## config.mk

```make
export PLATFORM = sky130hd
export DESIGN_NAME = uart_rx_controller
export DESIGN_NICKNAME = d
export VERILOG_FILES = /design/src/rtl/uart_pkg.sv /design/src/rtl/sync_2ff.sv /design/src/rtl/uart_rx_controller.sv
export SDC_FILE = /design/constraint.sdc
export NUM_CORES = 1
export LEC_CHECK = 0
export CORE_ASPECT_RATIO = 1.4
export CORE_MARGIN = 2
export CORE_UTILIZATION = 50
export CTS_CLUSTER_DIAMETER = 60
export DETAILED_ROUTE_END_ITERATION = 6
export PLACE_DENSITY = 0.84
export SKIP_CTS_REPAIR_TIMING = 1
export SYNTH_ARGS = -nofsm -noshare
export SYNTH_HDL_FRONTEND = slang
export SYNTH_HIERARCHICAL = 1
export SYNTH_SLANG_ARGS = --single-unit
```

## constraint.sdc

```tcl
create_clock -name clock -period 1.6 [get_ports clock]
set_input_delay 0.32 -clock clock [delete_from_list [all_inputs] [get_ports clock]]
set_output_delay 0.32 -clock clock [all_outputs]
set_load 0.05 [all_outputs]
```

## src/rtl/uart_pkg.sv

```systemverilog
// Shared UART definitions for the RX controller, the baud tick generator and
// the TX controller.
//   rx_state_t       : receive frame sequencer states
//   DEF_SAMPLE_RATE  : default oversample ticks per bit period
//   DEF_DATA_BITS    : default data bits per frame
//   DEF_DIVISOR      : default clocks per oversample tick
package uart_pkg;

  localparam int unsigned DEF_SAMPLE_RATE = 16;
  localparam int unsigned DEF_DATA_BITS   = 8;
  localparam int unsigned DEF_DIVISOR     = 4;

  typedef enum logic [2:0] {
    RX_IDLE,
    RX_START,
    RX_DATA,
    RX_STOP,
    RX_BREAK
  } rx_state_t;

endpackage

```

## src/rtl/sync_2ff.sv

```systemverilog
// Two-flop synchronizer for a single asynchronous input.
//   clock : system clock
//   reset : synchronous, active-high; both stages load RESET_VALUE
//   d     : asynchronous input
//   q     : synchronized output (two clocks of latency)
module sync_2ff #(
  parameter logic RESET_VALUE = 1'b1
) (
  input  logic clock,
  input  logic reset,
  input  logic d,
  output logic q
);

  logic meta_q, meta_d;
  logic sync_q, sync_d;

  always_comb begin
    meta_d = d;
    sync_d = meta_q;
  end

  always_ff @(posedge clock) begin
    if (reset) begin
      meta_q <= RESET_VALUE;
      sync_q <= RESET_VALUE;
    end else begin
      meta_q <= meta_d;
      sync_q <= sync_d;
    end
  end

  assign q = sync_q;

endmodule

```

## src/rtl/uart_rx_controller.sv

```systemverilog
// Receive-side UART frame controller (8N1 by default).
// Detects the start-bit edge, re-phases the shared baud tick generator with
// start_rx, samples start/data/stop bits at mid-bit by counting oversample
// ticks and hands complete frames to the consumer through a one-entry
// valid/ready output register.
//   clock         : system clock
//   reset         : synchronous, active-high
//   rx_in         : asynchronous serial line, idles high
//   tick          : 1-cycle oversample tick from the baud generator
//   start_rx      : 1-cycle pulse, half-period preload of the baud generator
//   rx_data       : last accepted frame, stable while rx_valid is high
//   rx_valid      : rx_data holds an unconsumed frame
//   rx_ready      : consumer accepts; transfer on rx_valid & rx_ready
//   framing_error : 1-cycle pulse, stop bit sampled low
//   overrun       : 1-cycle pulse, frame completed with the buffer full (dropped)
module uart_rx_controller
  import uart_pkg::*;
#(
  parameter int unsigned SAMPLE_RATE = DEF_SAMPLE_RATE,
  parameter int unsigned DATA_BITS   = DEF_DATA_BITS
) (
  input  logic                 clock,
  input  logic                 reset,
  input  logic                 rx_in,
  input  logic                 tick,
  output logic                 start_rx,
  output logic [DATA_BITS-1:0] rx_data,
  output logic                 rx_valid,
  input  logic                 rx_ready,
  output logic                 framing_error,
  output logic                 overrun
);

  localparam int unsigned CNT_W = $clog2(SAMPLE_RATE);
  localparam int unsigned IDX_W = $clog2(DATA_BITS);

  localparam logic [CNT_W-1:0] CNT_HALF = CNT_W'(SAMPLE_RATE / 2 - 1);
  localparam logic [CNT_W-1:0] CNT_LAST = CNT_W'(SAMPLE_RATE - 1);
  localparam logic [IDX_W-1:0] IDX_LAST = IDX_W'(DATA_BITS - 1);

  logic rx_s;

  rx_state_t            state_q, state_d;
  logic [CNT_W-1:0]     cnt_q, cnt_d;
  logic [IDX_W-1:0]     idx_q, idx_d;
  logic [DATA_BITS-1:0] shift_q, shift_d;
  logic [DATA_BITS-1:0] rx_data_q, rx_data_d;
  logic                 rx_valid_q, rx_valid_d;
  logic                 framing_error_q, framing_error_d;
  logic                 overrun_q, overrun_d;
  logic                 rx_d_q, rx_d_d;
  logic                 deliver;

  sync_2ff #(
    .RESET_VALUE(1'b1)
  ) u_rx_sync (
    .clock(clock),
    .reset(reset),
    .d    (rx_in),
    .q    (rx_s)
  );

  // Falling edge of the synchronized line while idle.
  assign start_rx = (state_q == RX_IDLE) & rx_d_q & ~rx_s;

  always_comb begin
    state_d         = state_q;
    cnt_d           = cnt_q;
    idx_d           = idx_q;
    shift_d         = shift_q;
    rx_data_d       = rx_data_q;
    framing_error_d = 1'b0;
    overrun_d       = 1'b0;
    rx_d_d          = rx_s;
    deliver         = 1'b0;

    // Consumer handshake drains the buffer; a delivery below may refill it.
    rx_valid_d = rx_valid_q & ~rx_ready;

    case (state_q)
      RX_IDLE: begin
        if (start_rx) begin
          state_d = RX_START;
          cnt_d   = '0;
        end
      end

      RX_START: begin
        if (tick) begin
          if (cnt_q == CNT_HALF) begin
            if (!rx_s) begin
              state_d = RX_DATA;
              cnt_d   = '0;
              idx_d   = '0;
            end else begin
              state_d = RX_IDLE;
            end
          end else begin
            cnt_d = cnt_q + 1'b1;
          end
        end
      end

      RX_DATA: begin
        if (tick) begin
          if (cnt_q == CNT_LAST) begin
            shift_d[idx_q] = rx_s;
            cnt_d          = '0;
            if (idx_q == IDX_LAST) begin
              state_d = RX_STOP;
            end else begin
              idx_d = idx_q + 1'b1;
            end
          end else begin
            cnt_d = cnt_q + 1'b1;
          end
        end
      end

      RX_STOP: begin
        if (tick) begin
          if (cnt_q == CNT_LAST) begin
            if (rx_s) begin
              deliver = 1'b1;
              state_d = RX_IDLE;
            end else begin
              framing_error_d = 1'b1;
              state_d         = RX_BREAK;
            end
          end else begin
            cnt_d = cnt_q + 1'b1;
          end
        end
      end

      // Hold here while the line stays low so a break is not seen as a new start.
      RX_BREAK: begin
        if (rx_s) begin
          state_d = RX_IDLE;
        end
      end

      default: begin
        state_d = RX_IDLE;
      end
    endcase

    if (deliver) begin
      if (!rx_valid_q || rx_ready) begin
        rx_data_d  = shift_q;
        rx_valid_d = 1'b1;
      end else begin
        overrun_d = 1'b1;
      end
    end
  end

  always_ff @(posedge clock) begin
    if (reset) begin
      state_q         <= RX_IDLE;
      cnt_q           <= '0;
      idx_q           <= '0;
      shift_q         <= '0;
      rx_data_q       <= '0;
      rx_valid_q      <= 1'b0;
      framing_error_q <= 1'b0;
      overrun_q       <= 1'b0;
      rx_d_q          <= 1'b1;
    end else begin
      state_q         <= state_d;
      cnt_q           <= cnt_d;
      idx_q           <= idx_d;
      shift_q         <= shift_d;
      rx_data_q       <= rx_data_d;
      rx_valid_q      <= rx_valid_d;
      framing_error_q <= framing_error_d;
      overrun_q       <= overrun_d;
      rx_d_q          <= rx_d_d;
    end
  end

  assign rx_data       = rx_data_q;
  assign rx_valid      = rx_valid_q;
  assign framing_error = framing_error_q;
  assign overrun       = overrun_q;

endmodule
```

==> impl_metrics.tcl, run 1 <==
set metrics [dict create \
    final_cell_mix "43 x buf_4, 26 x dfxtp_1, 22 x nor2_1" \
    dieHeight_um 70.7 \
    hpwl_um 2650 \
    clk_pin_slew_ns 0.06 \
    violations "negative setup slack" \
    num_vias 1440 \
    grt_overflow 0 \
    final_common_cell "buf_4" \
    cpMaxStageDelayCell "or4b_1" \
    syn_to_final_growth_pct 39.6 \
    n_antenna_cell 0 \
    synth_top_area_share_pct 40.3 \
    io_pins 17 \
    cp-end-kind "register" \
    clock_skew_ns 0.00593 \
    synthCells 170 \
    setup_violations 5 \
    nets 224 \
    netlist_area_um2 1590 \
    synth-edff-count 0 \
    postRouteAntennaNets 0 \
    worst_ep_required_time_ns 1.82 \
    final_cell_area_um2 2220 \
    cp.arrival_ns 1.96 \
    min_to "u_rx_sync/q" \
    grt_max_degree 21 \
    hold_class "register to register" \
    cpPeakStageDelay_ns 0.55 \
    core_area_um2 3060 \
    grt_util_met3_pct 5.27 \
    cts_tree "built" \
    worst_slack_ns -0.136 \
    hold_violations 0 \
    htreeDepth 2 \
    pwr_density_cell_nw_per_um2 852 \
    grt_pass1_wl_um 6010 \
    gp_congestion 0.812 \
    synthArstFlopShare_pct 0 \
    crit_chain "buf_6, nor4b_4, buf_4, a211oi_4, or4b_1, a21oi_2" \
    fp-row-count 24 \
    cts.path.max_buffers 2 \
    r2r_setup_slack_ns -0.14 \
    place_area_um2 1950 \
    grt_pass1_vias 1380 \
    wl_per_cell_um 15.9 \
    cts_sinks 32 \
    yosysTopAreaCell "dfxtp_1" \
    grt.busiest_layer "met2" \
    synth-seq-area-share_pct 40.3 \
    clk_latency_ns 0.28 \
    maxSlewViolCount 0 \
    critPathMaxFanout 5 \
    run_status "finished with violations" \
    period_share_pct 108 \
    use_met2_pct 39.9 \
    worstHoldStart "u_rx_sync/meta_q" \
    ys_top_cells_by_area "dfxtp_1 40%, mux2i_1 11%, nor2_1 5.2%" \
    max_slew.worst_pin.slew_ns 0.320 \
    reg2regPathDepth 6 \
    antenna_found_initial 0 \
    leakagePower_nw 0.952 \
    utilization_pct 72.4 \
    min_path_cells 1 \
    vias_per_cell 5.63 \
    path_class "register to register" \
    grtUsageTotal_pct 21.8 \
    fp.dieArea_um2 3650 \
    route.detailed.drc 0 \
    yosys_warnings 6 \
    cts_buffers 5 \
    peakVddDrop_mv 0.597 \
    portBuffers 16 \
    grt_use_met1_pct 23.1 \
    slew_headroom_pct 78.7 \
    synth_flop_cell "dfxtp_1" \
    rsz0062_at_grt "yes" \
    timing.final.crit_period_ns 1.74 \
    tns_ns -0.435 \
    crit_path_start_kind "register" \
    cts_root_buf "clkbuf_8" \
    max_freq_mhz 576 \
    drive_gt1_share_pct 40.6 \
    dr.pass1.iters 4 \
    drv_cap 0 \
    die_w_um 51.6 \
    drt_wl_total_um 4060 \
    first_iter_violations 21 \
    syn_nets 178 \
    synth.ff_latch_count 32 \
    ys_types 48 \
    hold_ws_ns 0.436 \
    syn_area_per_cell_um2 9.35 \
    initial_core_util_pct 51.9 \
    r2r-end "cnt_q[0]" \
    reg2reg_from "state_q[1]" \
]
routing by layer:
metal	routed length, um	vias up	part of all wire, %
met4	138	0	3.4
met2	2220	36	55
met1	1570	685	39
met5	0	-	0
li1	-	705	-
met3	135	14	3.3
cells by family after synthesis:
group,share of synthesized area [%]
adders and majority gates,2.36
muxes,10.7
DFF,40.3
AOI/OAI and AO/OA,13.2
xor gates and xnor gates,1.10
and+or+nand+nor,27.2
buffers and inverters,5.04
synthesized netlist by cell type (3+ instances only):
master and n:
a21oi_1 9, inv_1 4, nor2_1 22, buf_2 3, o21ai_0 8, dfxtp_1 32, nand2b_1 4, nor2b_1 4
mux2i_1 17, nand4_1 8, clkbuf_1 3, nand2_1 5, ha_1 3
cell type report:
type | count | area, um2
clock buffers | 8 | 90.1
fillers | 234 | 845
inverters | 4 | 15.0
multi-input cells | 124 | 1010
flip-flops and latches | 32 | 653
well taps | 39 | 48.8
repair buffers | 49 | 397
where the power goes:
group	internal, mW	total (mW)	switching (mW)
clock network	0.350	0.627	0.277
registers	0.817	0.851	0.0343
logic	0.209	0.412	0.203
registers in the layout, summed over array words and instances, names as in the netlist:
name,cells
cnt_q,4
rx_d_q,1
rx_data,8
rx_valid,1
u_rx_sync/q,1
framing_error,1
shift_q,8
idx_q,3
u_rx_sync/meta_q,1
overrun,1
state_q,3
stage by stage:
| stage | instances | setup WS [ns] | total power, mW |
|---|---|---|---|
| after floorplan | 170 | -0.000268 | 1.08 |
| after global placement | 240 | -0.247 | 1.17 |
| after detailed placement | 240 | -0.299 | 1.19 |
| after CTS | 248 | -0.269 | 1.81 |
| after global routing | 256 | -0.186 | 1.96 |
| final | 256 | -0.136 | 1.89 |
critical path, delay by kind of cell (launching register included):
kind / cells / cell delay [ns]
AND/OR/NAND/NOR: 2 / 0.83
flip-flops: 1 / 0.36
buffers and inverters: 2 / 0.30
AO/OA/AOI/OAI: 2 / 0.18
worst max-delay path by stage:
stage | depth (start not counted) | start | endpoint
5_1_grt | 6 | state_q[1] | cnt_q[0]
2_1_floorplan | 6 | idx_q[0] | idx_q[0]
4_1_cts | 4 | state_q[0] | cnt_q[1]
3_3_place_gp | 7 | tick | shift_q[0]
6_report | 6 | state_q[1] | cnt_q[0]
3_5_place_dp | 4 | tick | cnt_q[1]
Power figures use the tool's default switching activity.
==> inputs of run 2 (changes only) <==
Settings changed: SLEW_MARGIN set to 20.
Clock period 1.6 ns to 1.4 ns, I/O delays scaled along.
==> impl_metrics.tcl, run 2 (same netlist as run 1, synthesis figures left out) <==
set metrics [dict create \
    route.detailed.drc 0 \
    place_area_um2 2250 \
    dieHeight_um 70.7 \
    antenna_found_initial 0 \
    worst_slack_ns -0.411 \
    grt_overflow 0 \
    peakVddDrop_mv 0.708 \
    worst_ep_required_time_ns 1.12 \
    multiInputGateArea_um2 1070 \
    run_status "finished with violations" \
    power.total_mw 2.51 \
    wl_per_cell_um 20.1 \
    final_cells 269 \
    min_path_cells 1 \
    dr.pass1.iters 4 \
    fp.dieArea_um2 3650 \
    final_cell_area_um2 2560 \
    reg2regPathDepth 6 \
    crit_path_start_kind "register" \
    hpwl_um 3210 \
    grt_pass1_vias 1673 \
    clock_skew_ns 0.0107 \
    tns_ns -4.19 \
    seq_area_um2 659 \
    gp_congestion 0.881 \
    drt_wl_total_um 5410 \
    fillCellCount 166 \
    grt_pass1_wl_um 7420 \
    cts.path.max_buffers 2 \
    nets 237 \
    maxSlewViolCount 0 \
    cts_tree "built" \
    cp.arrival_ns 1.53 \
    place_ws_ns -0.478 \
    dp.cells 250 \
    die_w_um 51.6 \
    fp-row-count 24 \
    core_area_um2 3060 \
    timing.final.crit_period_ns 1.81 \
    cp-end-kind "primary output" \
    slew_headroom_pct 79.5 \
    cts_sinks 32 \
    final_common_cell "buf_4" \
    drive_gt1_share_pct 49.1 \
    first_iter_violations 62 \
    path_class "register to primary output" \
    cts_root_buf "clkbuf_8" \
    initial_core_util_pct 51.9 \
    violations "negative setup slack" \
    num_vias 1592 \
    critPathMaxFanout 4 \
    rsz0062_at_grt "yes" \
    syn_to_final_growth_pct 60.9 \
    htreeDepth 2 \
    n_antenna_cell 0 \
    grt_max_degree 18 \
    pwr_density_cell_nw_per_um2 983 \
    max_slew.worst_pin.slew_ns 0.308 \
    clk_pin_slew_ns 0.07 \
    drv_cap 0 \
    postRouteAntennaNets 0 \
    grtUsageTotal_pct 27.1 \
    portBuffers 16 \
    leakagePower_nw 1.09 \
    period_share_pct 129 \
    hold_violations 0 \
    setup_violations 26 \
    max_freq_mhz 552 \
    io_pins 17 \
    cts_buffers 5 \
    hold_class "register to register" \
    clk_latency_ns 0.30 \
    final_cell_mix "40 x buf_4, 23 x dfxtp_1, 22 x nor2_1" \
    vias_per_cell 5.92 \
]
-- run 2: cell count changes in the layout (fill, tap and decap cells not counted), moves of 2 or more --
cell / change
dfxtp_2: +2
buf_12: +12
nor3b_4: +2
dfxtp_1: -3
buf_4: -3
nor3b_2: -2
o21ai_0: -3
buf_6: +4
o21ai_1: +3
-- run 2: final cells by class --
type,instances,share of cell area (%)
clock inverter,2,1.37
tap,39,1.91
clock buffer,6,2.84
sequential,32,25.8
inverter,4,0.587
multi-input combinational,124,41.7
timing repair buffer,62,25.8
-- run 2: final timing paths --
check | start | endpoint | slack (ns)
setup / recovery | state_q[1] | start_rx | -0.41
hold / removal | u_rx_sync/meta_q | u_rx_sync/q | 0.43
setup reg to reg | idx_q[1] | idx_q[0] | -0.32
hold reg to reg | u_rx_sync/meta_q | u_rx_sync/q | 0.43
-- run 2: power by group --
group          switching [mW]  total [mW]  internal (mW)
clock network           0.357       0.885          0.528
registers              0.0342       0.965          0.931
logic                   0.318       0.664          0.346
-- run 2: layer usage --
layer  part of all wire (%)  routed length (um)  up-vias  GRT usage, %
li1                       -                   -      735             -
met1                     40                2140      777          28.8
met2                     54                2910       59          48.4
met3                    3.3                 177       21          5.70
met4                    3.5                 187        0          14.6
met5                      0                   0        -             0
-- run 2: critical path, cell delays in order (launching register included) --
cell and delay [ns]:
dfxtp_4 0.35, buf_6 0.12, nor4b_4 0.29, buf_4 0.16, nor2b_4 0.15, buf_12 0.14
-- run 2: stage by stage --
stage / utilization [%] / hold slack [ns]
floorplan: - / 0.377
global placement: 73.6 / 0.390
detailed placement: 73.6 / 0.400
CTS: 77.1 / 0.416
global route: 83.5 / 0.452
finish: 83.5 / 0.428
